[src/rtl/id_ex_hazard_stage.sv]
// ID/EX pipeline register with load-use hazard detection.
// A load sitting in EX whose destination is read by the instruction in ID
// freezes PC and IF/ID for one cycle while a bubble enters EX. A taken
// branch/jump flush from EX also injects a bubble. The bubble carries
// MemR=0, so each load causes at most one stall cycle. A saturating
// counter of stall cycles is kept for performance debug.
module id_ex_hazard_stage #(
  parameter int XLEN        = 32,
  parameter int CTRL_W      = 10,
  parameter int STALL_CNT_W = 16
) (
  input  logic                   clk,
  input  logic                   rst,
  input  logic [4:0]             IF_ID_RegRs1,
  input  logic [4:0]             IF_ID_RegRs2,
  input  logic [4:0]             IF_ID_RegRd,
  input  logic                   IF_ID_UseRs1,
  input  logic                   IF_ID_UseRs2,
  input  logic [XLEN-1:0]        ID_PC,
  input  logic [XLEN-1:0]        ID_Rs1Data,
  input  logic [XLEN-1:0]        ID_Rs2Data,
  input  logic [XLEN-1:0]        ID_Imm,
  input  logic [CTRL_W-1:0]      ID_Ctrl,
  input  logic                   flush,
  output logic                   stall,
  output logic                   PC_Write,
  output logic                   IF_ID_Write,
  output logic [XLEN-1:0]        ID_EX_PC,
  output logic [XLEN-1:0]        ID_EX_Rs1Data,
  output logic [XLEN-1:0]        ID_EX_Rs2Data,
  output logic [XLEN-1:0]        ID_EX_Imm,
  output logic [4:0]             ID_EX_RegRs1,
  output logic [4:0]             ID_EX_RegRs2,
  output logic [4:0]             ID_EX_RegRd,
  output logic [CTRL_W-1:0]      ID_EX_Ctrl,
  output logic                   ID_EX_RegW,
  output logic                   ID_EX_MemR,
  output logic                   ID_EX_MemW,
  output logic [STALL_CNT_W-1:0] stall_count
);

  // Control bundle bit positions; the rest of the bundle is opaque here.
  localparam int CTRL_REGW = 0;
  localparam int CTRL_MEMR = 1;
  localparam int CTRL_MEMW = 2;

  // One ID/EX slot: everything EX muxes and forwarding consume.
  typedef struct packed {
    logic [XLEN-1:0]   pc;
    logic [XLEN-1:0]   rs1_data;
    logic [XLEN-1:0]   rs2_data;
    logic [XLEN-1:0]   imm;
    logic [4:0]        rs1;
    logic [4:0]        rs2;
    logic [4:0]        rd;
    logic [CTRL_W-1:0] ctrl;
  } id_ex_t;

  id_ex_t id_slot;   // what ID presents this cycle
  id_ex_t ex_d;      // next value of the register
  id_ex_t ex_q;      // current EX-stage contents

  logic ex_load;     // EX holds a load with a real (non-x0) destination
  logic rs1_hit;
  logic rs2_hit;
  logic hazard;
  logic bubble;

  // Gather the ID-stage fields into one slot.
  always_comb begin
    id_slot          = '0;
    id_slot.pc       = ID_PC;
    id_slot.rs1_data = ID_Rs1Data;
    id_slot.rs2_data = ID_Rs2Data;
    id_slot.imm      = ID_Imm;
    id_slot.rs1      = IF_ID_RegRs1;
    id_slot.rs2      = IF_ID_RegRs2;
    id_slot.rd       = IF_ID_RegRd;
    id_slot.ctrl     = ID_Ctrl;
  end

  // Load-use detection: only sources the ID instruction actually reads count,
  // and a load to x0 never produces a value worth waiting for.
  always_comb begin
    ex_load = ex_q.ctrl[CTRL_MEMR] && (ex_q.rd != 5'd0);
    rs1_hit = IF_ID_UseRs1 && (ex_q.rd == IF_ID_RegRs1);
    rs2_hit = IF_ID_UseRs2 && (ex_q.rd == IF_ID_RegRs2);
    hazard  = ex_load && (rs1_hit || rs2_hit);
  end

  // A flush discards the ID instruction anyway, so it suppresses the stall.
  // Reset also forces the front end to run so IF restarts cleanly.
  assign stall       = hazard && !flush && !rst;
  assign PC_Write    = !stall;
  assign IF_ID_Write = !stall;

  // Either a flush or a stall puts a fully zeroed bubble into EX.
  assign bubble = flush || stall;

  // Next-slot select: bubble wins over normal capture.
  always_comb begin
    ex_d = id_slot;
    if (bubble) ex_d = '0;
  end

  // ID/EX register.
  always_ff @(posedge clk or posedge rst) begin
    if (rst) ex_q <= '0;
    else     ex_q <= ex_d;
  end

  // Saturating stall-cycle counter.
  always_ff @(posedge clk or posedge rst) begin
    if (rst)                              stall_count <= '0;
    else if (stall && (stall_count != '1)) stall_count <= stall_count + 1'b1;
  end

  assign ID_EX_PC      = ex_q.pc;
  assign ID_EX_Rs1Data = ex_q.rs1_data;
  assign ID_EX_Rs2Data = ex_q.rs2_data;
  assign ID_EX_Imm     = ex_q.imm;
  assign ID_EX_RegRs1  = ex_q.rs1;
  assign ID_EX_RegRs2  = ex_q.rs2;
  assign ID_EX_RegRd   = ex_q.rd;
  assign ID_EX_Ctrl    = ex_q.ctrl;
  assign ID_EX_RegW    = ex_q.ctrl[CTRL_REGW];
  assign ID_EX_MemR    = ex_q.ctrl[CTRL_MEMR];
  assign ID_EX_MemW    = ex_q.ctrl[CTRL_MEMW];

endmodule

[config.mk]
export PLATFORM = sky130hd
export DESIGN_NAME = id_ex_hazard_stage
export DESIGN_NICKNAME = d
export VERILOG_FILES = /design/src/rtl/id_ex_hazard_stage.sv
export SDC_FILE = /design/constraint.sdc
export NUM_CORES = 1
export LEC_CHECK = 0
export BUFFER_PORTS_ARGS = -buffer_cell sky130_fd_sc_hd__clkbuf_2
export CORE_AREA = 5 5 126 128
export DETAILED_ROUTE_END_ITERATION = 10
export DIE_AREA = 0 0 131 133
export PLACE_DENSITY = 0.75
export SLEW_MARGIN = 40
export SYNTH_ARGS = -nofsm -noshare
export SYNTH_HDL_FRONTEND = slang
export SYNTH_SLANG_ARGS = --single-unit
[constraint.sdc]
create_clock -name clk -period 7.2 [get_ports clk]
set_input_delay 1.08 -clock clk [delete_from_list [all_inputs] [get_ports clk]]
set_output_delay 1.08 -clock clk [all_outputs]
set_load 0.01 [all_outputs]
==> impl_metrics.tcl <==
set metrics [dict create \
    grt_pass1_wl_um 23300 \
    dpl.hpwl_um 11800 \
    avgSynthCellArea_um2 13.9 \
    cts_root_buf "clkbuf_16" \
    async_flop_share_pct 100 \
    crit_required_ns 6.12 \
    min_period_ns 3.64 \
    syn2layout_area_growth_pct 39.7 \
    period_share_pct 50.6 \
    clockBufferDepth 2 \
    hold_depth 1 \
    wl_um 15200 \
    routed-wl-met3_um 1680 \
    wl_met2_um 8070 \
    yosysMostFrequentCell "dfrtp_1" \
    ioPinCount 333 \
    drt_iter0_drc 255 \
    whs_ns 0.509 \
    end_kind "output port" \
    syn_area_um2 5920 \
    tns_ns 0 \
    power.leakage_nw 4.49 \
    combPwrFrac_pct 9.0 \
    drive_gt1_share_pct 48.4 \
    num-fill-cells 1271 \
    dpl_cell_area_um2 7690 \
    routed_via_density 4.39 \
    status "completed" \
    synthTopCellsByCount "dfrtp_1, and2_1, xnor2_1" \
    cell_internal_pwr_w 0.00161 \
    drt_pre_antenna_iters 4 \
    synth-seq-area-share_pct 71.4 \
    switching_share_pct 22.7 \
    grt_max_degree 122 \
    routedWlPerCell_um 15.9 \
    critPathLaunchType "input port" \
    synth_top_cell_area_share_pct 71.4 \
    clk_pin_slew_ns 0.06 \
    place_congestion 0.838 \
    final_antenna_net_count 0 \
    holdPathEnd "stall_count[11]$_DFFE_PP0P_" \
    syn_inst 426 \
    r2r-start "ID_EX_RegRd[2]$_DFF_PP0_" \
    r2r_cells 5 \
    vias 4202 \
    chipWidth_um 131 \
    overflow 0 \
    slew_violations 0 \
    worst-setup-path-type "input port to output port" \
    row_count 45 \
    cts_tree "yes" \
    fmax_ghz 0.274 \
    max-slew-margin-rel_pct 49.7 \
    powerDensity_nw_per_um2 251 \
    regToRegSetupSlack_ns 4.35 \
    hold_viol 0 \
    final_area_um2 8280 \
    multiInputGateArea_um2 1530 \
    peakVddDrop_mv 0.148 \
    wl_met1_um 5230 \
    post_cts_buffers 0 \
    final-setup-viol-count 0 \
    p_sw_w 0.000473 \
    synth_top_cells_by_area "dfrtp_1, and2_1, xnor2_1" \
    core_area_um2 14800 \
    diodes 0 \
    maxCapViolations 0 \
    dr.max_layer_used "met4" \
    track_usage_pct 17.7 \
    worstMarginPinSlew_ns 0.754 \
    worstHoldStart "stall_count[11]$_DFFE_PP0P_" \
    fp.dieH_um 133 \
    insertion_delay_ns 0.41 \
    grt_pass1_vias 4434 \
    ys.flop_type "dfrtp_1" \
    hold_path.class "flip-flop to flip-flop" \
    dieArea_um2 17400 \
    arrival_ns 2.56 \
    fin_nets 916 \
    final.setup_skew_ns 0.00500 \
    synth_edf_count 0 \
    ys_ff_latch 169 \
    postCtsHoldBufs 0 \
    synth_top_area_cell "dfrtp_1" \
    synth_nets 585 \
    start_util_pct 40.2 \
    drc 0 \
    cts_resized 0 \
    cts.sinks 169 \
    yosysWarnings 0 \
    io_buffers 332 \
    htree_levels 4 \
    startpoint "IF_ID_RegRs1[4]" \
    seq_area_um2 4230 \
    yosysUniqueCellTypes 24 \
    worstPathMaxFanout 17 \
    reg2reg_to "ID_EX_Rs2Data[24]$_DFF_PP0_" \
    antenna_found_initial 0 \
    p_clk_share_pct 42.4 \
    rsz0062_at_grt "false" \
    numCtsBuffers 17 \
    p_seq_share_pct 48.5 \
]
==> per-layer routing <==
metal  track usage [%]  vias to the layer above
li1                  -                     2000
met1              19.0                     1992
met2              30.8                      190
met3              7.55                       20
met4              5.94                        0
met5                 0                        -
==> worst max path at each step <==
stage	endpoint	slack, ns	depth (start not counted)
after floorplan	ID_EX_Ctrl[0]$_DFF_PP0_	1.54	1
after global placement	stall	3.58	7
after detailed placement	stall	3.53	7
after CTS	stall	3.53	7
after global routing	stall	3.39	7
final	stall	3.56	7
==> placed cells by master (no fill, tap or decap), drive strengths merged, types with 4 or more instances in the layout <==
cell,synthesis,layout
and2,156,156
nand4,10,10
clkbuf,10,355
and3,5,5
nor3,5,5
dfrtp,169,169
nand3,9,9
mux2,4,4
inv,2,5
nand2,10,10
xnor2,22,22
==> critical path: stages <==
cell,delay [ns]
clkbuf_2,0.10
xnor2_1,0.15
nand4_1,0.17
o22ai_2,0.66
nand2_1,0.18
inv_1,0.09
clkbuf_2,0.13
==> power by group through the flow <==
stage	registers [W]	logic [W]	clock network [W]
after detailed placement	0.00103	0.000192	0
after floorplan	0.00105	0.0000654	0
final	0.00101	0.000187	0.000882
after global routing	0.00101	0.000210	0.000955
after global placement	0.00103	0.000189	0
after CTS	0.00101	0.000193	0.000908
==> logic make-up (layout without fill, tap and decap cells) <==
family,count (synthesis),after routing,synth area share (%)
flops,169,169,71.4
compound gates,6,6,1.20
simple gates,200,200,20.4
fa+ha+maj,1,1,0.211
buf+inv,24,367,2.79
xor+xnor,22,22,3.25
mux,4,4,0.760
==> metrics by stage <==
stage,worst slack (ns),utilization [%],total power (W),cells
6_report,3.56,56.1,0.00208,957
5_1_grt,3.39,56.1,0.00218,957
4_1_cts,3.53,56.1,0.00211,957
3_5_place_dp,3.53,52.1,0.00122,926
3_3_place_gp,3.58,52.1,0.00121,926
2_1_floorplan,1.54,-,0.00112,426
==> final cells by class <==
class                   instances  share of cell area [%]
clock inverters                 8                    1.03
repair buffers                334                    20.4
well taps                     188                    2.84
inverters                       2                   0.181
clock buffers                  23                    6.02
multi-input cells             233                    18.5
flip-flops and latches        169                    51.1
==> flip-flops by register name, summed over array words and instances (netlist names) <==
name / count
ID_EX_Ctrl: 10
ID_EX_Imm: 32
ID_EX_PC: 32
ID_EX_RegRd: 5
ID_EX_RegRs1: 5
ID_EX_RegRs2: 5
ID_EX_Rs1Data: 32
ID_EX_Rs2Data: 32
stall_count: 16
Note: power is estimated with default switching activity, not from simulation.
